### src/rtl/des_decryption_unroll4.sv
// DES decryption core: IP, sixteen Feistel rounds with keys K16..K1 (UNROLL per clock), swap, FP.
// Build option DES_DEC_KEY_LATCH_EN registers round_keys at the start edge; otherwise they are read live.
module des_decryption_unroll4 #(
    parameter int UNROLL = 4
) (
    input  logic         clk,
    input  logic         rst_n,
    input  logic         start,
    input  logic [63:0]  message,
    input  logic [767:0] round_keys,
    output logic         done,
    output logic [63:0]  result
);
    // state  | meaning
    // IDLE   | waiting for start; L/R loaded with IP(message) on start
    // ROUND  | UNROLL Feistel rounds per edge, keys taken from K16 downwards
    // FINISH | result <= FP({R16,L16}); done pulses in the following cycle
    typedef enum logic [1:0] {IDLE, ROUND, FINISH} state_t;

    localparam int IP_T [64] = '{58, 50, 42, 34, 26, 18, 10, 2, 60, 52, 44, 36, 28, 20, 12, 4,
                                 62, 54, 46, 38, 30, 22, 14, 6, 64, 56, 48, 40, 32, 24, 16, 8,
                                 57, 49, 41, 33, 25, 17,  9, 1, 59, 51, 43, 35, 27, 19, 11, 3,
                                 61, 53, 45, 37, 29, 21, 13, 5, 63, 55, 47, 39, 31, 23, 15, 7};
    localparam int FP_T [64] = '{40, 8, 48, 16, 56, 24, 64, 32, 39, 7, 47, 15, 55, 23, 63, 31,
                                 38, 6, 46, 14, 54, 22, 62, 30, 37, 5, 45, 13, 53, 21, 61, 29,
                                 36, 4, 44, 12, 52, 20, 60, 28, 35, 3, 43, 11, 51, 19, 59, 27,
                                 34, 2, 42, 10, 50, 18, 58, 26, 33, 1, 41,  9, 49, 17, 57, 25};
    localparam int E_T [48] = '{32,  1,  2,  3,  4,  5,  4,  5,  6,  7,  8,  9,
                                 8,  9, 10, 11, 12, 13, 12, 13, 14, 15, 16, 17,
                                16, 17, 18, 19, 20, 21, 20, 21, 22, 23, 24, 25,
                                24, 25, 26, 27, 28, 29, 28, 29, 30, 31, 32,  1};
    localparam int P_T [32] = '{16,  7, 20, 21, 29, 12, 28, 17,  1, 15, 23, 26,  5, 18, 31, 10,
                                 2,  8, 24, 14, 32, 27,  3,  9, 19, 13, 30,  6, 22, 11,  4, 25};
    // Each box holds 64 nibbles, entry (row*16 + col) starting at the MSB end.
    localparam logic [0:7][255:0] SBOX = {
        256'hE4D12FB83A6C5907_0F74E2D1A6CB9538_41E8D62BFC973A50_FC8249175B3EA06D,
        256'hF18E6B34972DC05A_3D47F28EC01A69B5_0E7BA4D158C6932F_D8A13F42B67C05E9,
        256'hA09E63F51DC7B428_D709346A285ECBF1_D6498F30B12C5AE7_1AD069874FE3B52C,
        256'h7DE3069A1285BC4F_D8B56F03472C1AE9_A690CB7DF13E5284_3F06A1D8945BC72E,
        256'h2C417AB6853FD0E9_EB2C47D150FA3986_421BAD78F9C5630E_B8C71E2D6F09A453,
        256'hC1AF92680D34E75B_AF427C9561DE0B38_9EF528C3704A1DB6_432C95FABE17608D,
        256'h4B2EF08D3C975A61_D0B7491AE35C2F86_14BDC37EAF680592_6BD814A7950FE23C,
        256'hD2846FB1A93E50C7_1FD8A374C56B0E92_7B419CE206ADF358_21E74A8DFC90356B};

    function automatic logic [63:0] ip_perm(input logic [63:0] x);
        logic [63:0] y;
        y = '0;
        for (int i = 0; i < 64; i++) y[63-i] = x[64-IP_T[i]];
        return y;
    endfunction

    function automatic logic [63:0] fp_perm(input logic [63:0] x);
        logic [63:0] y;
        y = '0;
        for (int i = 0; i < 64; i++) y[63-i] = x[64-FP_T[i]];
        return y;
    endfunction

    function automatic logic [31:0] feistel(input logic [31:0] r, input logic [47:0] k);
        logic [47:0] x;
        logic [31:0] s;
        logic [31:0] y;
        logic [5:0]  b;
        logic [5:0]  idx;
        x = '0;
        s = '0;
        y = '0;
        for (int i = 0; i < 48; i++) x[47-i] = r[32-E_T[i]];
        x = x ^ k;
        for (int g = 0; g < 8; g++) begin
            b   = x[47-6*g -: 6];
            idx = {b[5], b[0], b[4:1]};
            s[31-4*g -: 4] = SBOX[g][255-4*int'(idx) -: 4];
        end
        for (int i = 0; i < 32; i++) y[31-i] = s[32-P_T[i]];
        return y;
    endfunction

    state_t       state_q, state_d;
    logic [4:0]   cnt_q;
    logic [31:0]  l_q, r_q, l_nxt, r_nxt, r_tmp;
    logic [3:0]   kidx;
    logic [767:0] keys;

`ifdef DES_DEC_KEY_LATCH_EN
    logic [767:0] key_q;

    always_ff @(posedge clk or negedge rst_n) begin
        if (!rst_n) key_q <= '0;
        else if (state_q == IDLE && start) key_q <= round_keys;
    end

    assign keys = key_q;
`else
    assign keys = round_keys;
`endif

    always_ff @(posedge clk or negedge rst_n) begin
        if (!rst_n) state_q <= IDLE;
        else        state_q <= state_d;
    end

    always_comb begin
        state_d = state_q;
        case (state_q)
            IDLE:    if (start) state_d = ROUND;
            ROUND:   if (cnt_q + 5'(UNROLL) == 5'd16) state_d = FINISH;
            FINISH:  state_d = IDLE;
            default: state_d = IDLE;
        endcase
    end

    // K(16-m) sits at bits [48m+47:48m]; m is the number of rounds already applied.
    always_comb begin
        l_nxt = l_q;
        r_nxt = r_q;
        r_tmp = '0;
        kidx  = '0;
        for (int u = 0; u < UNROLL; u++) begin
            kidx  = cnt_q[3:0] + 4'(u);
            r_tmp = l_nxt ^ feistel(r_nxt, keys[48*kidx +: 48]);
            l_nxt = r_nxt;
            r_nxt = r_tmp;
        end
    end

    always_ff @(posedge clk or negedge rst_n) begin
        if (!rst_n) begin
            cnt_q  <= '0;
            l_q    <= '0;
            r_q    <= '0;
            done   <= 1'b0;
            result <= '0;
        end else begin
            done <= 1'b0;
            case (state_q)
                IDLE: begin
                    if (start) begin
                        {l_q, r_q} <= ip_perm(message);
                        cnt_q      <= '0;
                    end
                end
                ROUND: begin
                    l_q   <= l_nxt;
                    r_q   <= r_nxt;
                    cnt_q <= cnt_q + 5'(UNROLL);
                end
                FINISH: begin
                    result <= fp_perm({r_q, l_q});
                    done   <= 1'b1;
                end
                default: ;
            endcase
        end
    end
endmodule

### config.mk
export PLATFORM = sky130hd
export DESIGN_NAME = des_decryption_unroll4
export DESIGN_NICKNAME = d
export VERILOG_FILES = /design/src/rtl/des_decryption_unroll4.sv
export SDC_FILE = /design/constraint.sdc
export NUM_CORES = 2
export LEC_CHECK = 0
export CAP_MARGIN = 20
export CORE_AREA = 2 2 352 354
export DETAILED_ROUTE_END_ITERATION = 7
export DIE_AREA = 0 0 354 356
export GPL_ROUTABILITY_DRIVEN = 0
export PLACE_DENSITY = 0.55
export SLEW_MARGIN = 20
export SYNTH_ARGS = -nofsm -noshare
export SYNTH_HDL_FRONTEND = slang
export SYNTH_SLANG_ARGS = --single-unit
### constraint.sdc
create_clock -name clk -period 20.5 [get_ports clk]
set_clock_uncertainty 0.05 [all_clocks]
set_input_delay 5.125 -clock clk [delete_from_list [all_inputs] [get_ports clk]]
set_output_delay 5.125 -clock clk [all_outputs]
set_load 0.05 [all_outputs]
======== After elaboration in Yosys (flattened, before gate mapping) ========
Cells that the tools add are included.
W data, S select, Z words.
word-level totals
  bits in registers ....................... 136
  output and inout port bits .............. 65
  logic and storage cells ................. 109
operators by class
  add/sub/neg operators ................... 36
  multipliers ............................. 4
  eq/ne operators ......................... 5
  shift-type cells ........................ 36
  muxes and demuxes ....................... 10
  bitwise logic cells ..................... 8
  reductions and logical operators ........ 4
operators with widths
  kind                        number
  $shiftx A259 B9 Y4 const A  32
  $shiftx A768 B11 Y48        4
  $sub A8 B8 Y9 const A       32
  $xor A48 B48 Y48            4
  $pmux W32 S2                2
  $xor A32 B32 Y32            4
  $mux W32                    2
  $mul A2 B4 Y6 const A       4
  $pmux W5 S2                 1
  $add A4 B2 Y4 const B       2
  $add A5 B3 Y5 const B       1
  $eq A5 B5 Y1 const B        1
  $mux W5                     1
  $add A4 B1 Y4 const B       1
  $mux W2                     2
  $ne A2 B2 Y1 const B        2
  $pmux W2 S2                 1
  $reduce_and A2 Y1           2
  $eq A2 B1 Y1 const B        1
  $eq A2 B2 Y1 const B        1
  $logic_not A2 Y1            1
  $reduce_bool A2 Y1          1
  $mux W1                     1

======== Longest topological paths before layout ========
  depth after elaboration ................. 19
  mapped depth ............................ 44

======== Least setup slack after synthesis ========
No wires, ideal clock.
  kind .................................... in2reg
  from .................................... in round_keys[583]
  to ...................................... reg r_q[5]
  setup time .............................. 0.084 ns
  arrival ................................. 13.327 ns
  data required time ...................... 20.366 ns
  setup slack ............................. 7.039 ns
  stages on the path ...................... 38
  buffers on the path ..................... 2
  path through ............................ mux4_2 > xnor2_1 > inv_1 > ha_1 > nor2b_1 > a22oi_1 > o211a_1 > a2111oi_2 > a22oi_2 > xnor2_2 > xnor2_4 > inv_4 > ha_1 > nor2_1 > nand2_1 > nor2_1 > a2111oi_0 > or4_1 > [2 not listed] > ha_1 > clkbuf_1 > inv_1 > nor2_1 > a21oi_1 > a22o_1 > a211oi_1 > xnor3_1 > ha_1 > buf_2 > inv_1 > mux2_2 > mux2_2 > a32oi_1 > nand3_1 > xor2_1 > a31oi_1 > a21boi_0
on the way
  cells in the longest elaborated chain, start to end .. 18
RTL lines
  item                  line  RTL
  start, declared       10    input logic [767:0] round_keys,
  $shiftx A768 B11 Y48  121   r_tmp = l_nxt ^ feistel(r_nxt, keys[48*kidx +: 48]);
  $xor A48 B48 Y48      69    x = x ^ k;
  $sub A8 B8 Y9         73    s[31-4*g -: 4] = SBOX[g][255-4*int'(idx) -: 4];
  $shiftx A259 B9 Y4    73
  $xor A32 B32 Y32      121
  $xor A48 B48 Y48      69
  $sub A8 B8 Y9         73
  $shiftx A259 B9 Y4    73
  [2 not listed]        n/a
  $sub A8 B8 Y9         73
  $shiftx A259 B9 Y4    73
  $xor A32 B32 Y32      121
  $xor A48 B48 Y48      69
  $sub A8 B8 Y9         73
  $shiftx A259 B9 Y4    73
  $xor A32 B32 Y32 (*)  121
  $pmux W32 S2 (*)      136   case (state_q)
  end signal, assigned  139   {l_q, r_q} <= ip_perm(message);
  end signal, assigned  145   r_q <= r_nxt;
  end, declared         81    logic [31:0] l_q, r_q, l_nxt, r_nxt, r_tmp;
Mark *: on every way between the ends. The rest lies on a longest branch, timed or not.
A chain may end at the register's enable or synchronous reset.

======== Final worst setup path ========
  from .................................... in round_keys[427]
  to ...................................... reg r_q[18]
Same word-level chain as after synthesis.

==> qor_table.md <==
| Parameter | Value | Unit |
|---|---|---|
| Result of the run | completed | - |
| Fillers | 12500 | - |
| Dominant register cell in the synthesized netlist | dfrtp_1 | - |
| Placeable core area | 0.123 | mm^2 |
| Slew Viols, Final | 0 | - |
| Critical path's most frequent cell | xor2_1 | - |
| Proportion of layout cells with a drive suffix above 1 | 11.1 | % |
| Initial Utilization | 29.4 | % |
| Hold-fix buffer count after cts | 0 | - |
| Final hold violations | 0 | - |
| Num rows | 129 | - |
| Area occupied by multi-input gates | 0.0308 | mm^2 |
| Total standard cell area after synthesis | 0.0361 | mm^2 |
| Critical path peak fanout | 12 | - |
| CP Class | in -> reg | - |
| Number of setup buffers added after CTS | 0 | - |
| Worst flop-to-flop path endpoint | r_q[18]$_DFFE_PN0P_ | - |
| Required @ worst endpoint | 20.83 | ns |
| Class of the tightest hold or removal check | reg -> reg | - |
| Starting DRC count in detailed routing | 5251 | - |
| Top cells by area, synth | mux4_2 (12%), dfrtp_1 (9.3%), ha_1 (7.6%), xnor2_1 (7.2%), mux2i_1 (5.5%) | - |
| Final worst path period need | 16.20 | ns |
| Ratio of routed vias to standard cells | 6.04 | - |
| Number of failing setup endpoints in the final timing report | 0 | - |
| Post-Route WL | 196 | mm |
| Seq cells post-synth | 134 | - |
| Sinks on Clock Net | 134 | - |
| CP arrival | 16.53 | ns |
| Max Fclk | 61.7 | MHz |
| Critical Path Source Type | input pin | - |
| Vias in the first global route | 37500 | - |
| Number of flops mapped to enable cells by yosys | 0 | - |
| Count leader, synth | nand2_1 | - |
| CP endpoint | r_q[18]$_DFFE_PN0P_ | - |
| Crit-path slowest cell | xor2_1 | - |
| Async set or reset register ratio after synthesis | 100 | % |
| Critical Path End Type | flip-flop | - |
| Total I/O pin count | 900 | - |
| Final-stage net count | 6140 | - |
| Biggest area consumer among synthesized cells | mux4_2 | - |
| Most frequent cells after synthesis | nand2_1 (327), nor2_1 (304), xnor2_1 (298) | - |
| Wirelength per Cell | 29.0 | um |
| Maximum number of pins on one net before global-route repair | 89 | - |
| Measured slew at the worst slew-check pin | 1.29 | ns |
| Clock tree from TritonCTS | yes | - |
| Average cell area after synthesis | 8.29 | um^2 |
| Antenna viol nets, final | 0 | - |
| Share of Yosys cell area claimed by the top area cell type | 12.3 | % |
| Clock slew at reported path FFs | 0.08 | ns |
| Netlist cell types | 114 | - |
| Worst slew margin | 14.1 | % |
| Post-Syn Instances | 4353 | - |
| Total CTS buffers | 17 | - |
| CTS max path bufs | 2 | - |
| P&R area growth vs syn | 31.0 | % |
| Clock latency of the later-clocked register in the worst-skew pair | 0.53 | ns |
| Die Width | 354 | um |
| Number of antenna violations at the first check in global routing | 33 | - |
| Share of the clock period used by the worst path | 79.0 | % |
| Vert. Die Dim | 356 | um |
| Detailed-router iteration count before antenna repair | 7 | - |
| Global-route congestion overflow total | 0 | - |
| Detail Placement HPWL | 160 | mm |
| Maximum single-stage delay on the critical path | 0.82 | ns |
| H-tree level count | 4 | - |
| CTS root buf | clkbuf_16 | - |
| Share of synthesized area occupied by flip-flops and latches | 9.29 | % |
| Setup repair after global routing missed its margin | false | - |
| Fin Setup TNS | 0 | ns |
| PortBufs | 899 | - |
| Max cap viols | 0 | - |
| Slack of the worst reg-to-reg path | 7.91 | ns |
| Worst R2R Start | cnt_q[2]$_DFFE_PN0P_ | - |
| Cts repair resizes | 0 | - |
| Overall global routing resource usage | 29.5 | % |
| Wire length of the first global-routing pass | 272 | mm |
| Post-route DRC | 0 | - |
| Worst R2R Path Depth | 34 | - |
| Worst setup path startpoint | round_keys[427] | - |
| Number of synthesis warnings | 0 | - |
| Number of vias in the routed layout | 40700 | - |
| Die area | 0.126 | mm^2 |
| Net count after synthesis | 5408 | - |
| Register Area | 0.00336 | mm^2 |
## cell usage in the layout (no fill, tap or decap), types with 23 or more instances in the layout
cell type,count
o22a_1,23
nand2b_1,34
nand3_1,138
nand2_1,325
o31ai_1,26
mux2i_1,198
nor3_1,136
or3_1,29
mux2_2,92
a21oi_1,270
xnor2_1,295
and3_1,48
nor3b_1,25
a22oi_1,27
nor2_1,302
a21o_1,29
a221oi_1,26
nor4_1,34
and2_1,42
a211o_1,26
o221ai_1,29
a2111oi_0,26
clkdlybuf4s50_1,898
a311oi_1,24
a211oi_1,78
xnor3_1,37
o21a_1,23
nand4_1,41
inv_1,164
a31oi_1,51
o22ai_1,44
mux4_2,197
o211ai_1,89
ha_1,220
xor2_1,120
o21ai_0,195
nor2b_1,23
dfrtp_1,131
o2111ai_1,30
buf_4,103
## flip-flops by register name, indices dropped and copies added (netlist names)
| register | count |
|---|---|
| cnt_q | 3 |
| done | 1 |
| state_q | 2 |
| result | 64 |
| l_q | 32 |
| r_q | 32 |
## metrics by stage
stage	hold WS (ns)	utilization [%]	std cells	setup WS, ns	area, um^2
finish	0.435	38.5	6743	4.30	47300
global route	0.462	38.5	6736	3.82	47300
CTS	0.440	38.5	6734	4.72	47200
detailed placement	0.424	38.0	6702	4.19	46700
global placement	0.416	38.0	6702	4.04	46700
floorplan	0.426	-	4353	7.04	36100
## how the worst min path moves through the flow
stage | startpoint | to | cells after the start
floorplan | cnt_q[4]$_DFFE_PN0P_ | cnt_q[4]$_DFFE_PN0P_ | 2
global placement | result[58]$_DFFE_PN0P_ | result[58]$_DFFE_PN0P_ | 2
detailed placement | result[29]$_DFFE_PN0P_ | result[29]$_DFFE_PN0P_ | 2
CTS | result[29]$_DFFE_PN0P_ | result[29]$_DFFE_PN0P_ | 2
global route | result[4]$_DFFE_PN0P_ | result[4]$_DFFE_PN0P_ | 2
finish | result[6]$_DFFE_PN0P_ | result[6]$_DFFE_PN0P_ | 2
## final cells by class
type	instances	area share [%]
Sequential cell	134	7.11
Tap cell	1637	4.33
Inverter	185	1.47
Multi-Input combinational cell	3743	65.1
Antenna cell	8	0.0423
Timing Repair Buffer	1004	20.8
Clock inverter	15	0.307
Clock buffer	17	0.900
## critical path: cells and delay by family
| family | cells | cell delay, ns |
|---|---|---|
| compound gates | 9 | 3.15 |
| xor+xnor | 7 | 2.86 |
| fa+ha+maj | 4 | 1.56 |
| buf+inv | 3 | 1.05 |
| mux | 4 | 1.10 |
| simple gates | 7 | 1.65 |
## kinds of logic (layout without fill, tap and decap cells)
| family | count (synthesis) | count (layout) | synth area share (%) |
|---|---|---|---|
| and+or+nand+nor | 1264 | 1264 | 17.1 |
| buffers and inverters | 476 | 1221 | 5.70 |
| adders and majority gates | 221 | 221 | 7.65 |
| other | 0 | 8 | 0 |
| AOI/OAI and AO/OA | 1277 | 1277 | 25.2 |
| muxes | 489 | 489 | 20.7 |
| DFF | 134 | 134 | 9.29 |
| xor gates and xnor gates | 492 | 492 | 14.4 |
## metal layers
| layer | vias up | track usage, % | routed length, um |
|---|---|---|---|
| li1 | 18100 | - | - |
| met4 | 12 | 14.6 | 11100 |
| met1 | 19800 | 38.6 | 80000 |
| met5 | - | 0 | 78 |
| met3 | 371 | 6.05 | 17800 |
| met2 | 2357 | 46.2 | 86600 |
Power is left out: the tool's default activity adds up to more than one toggle a clock period on the data nets, which glitch-free logic cannot reach.
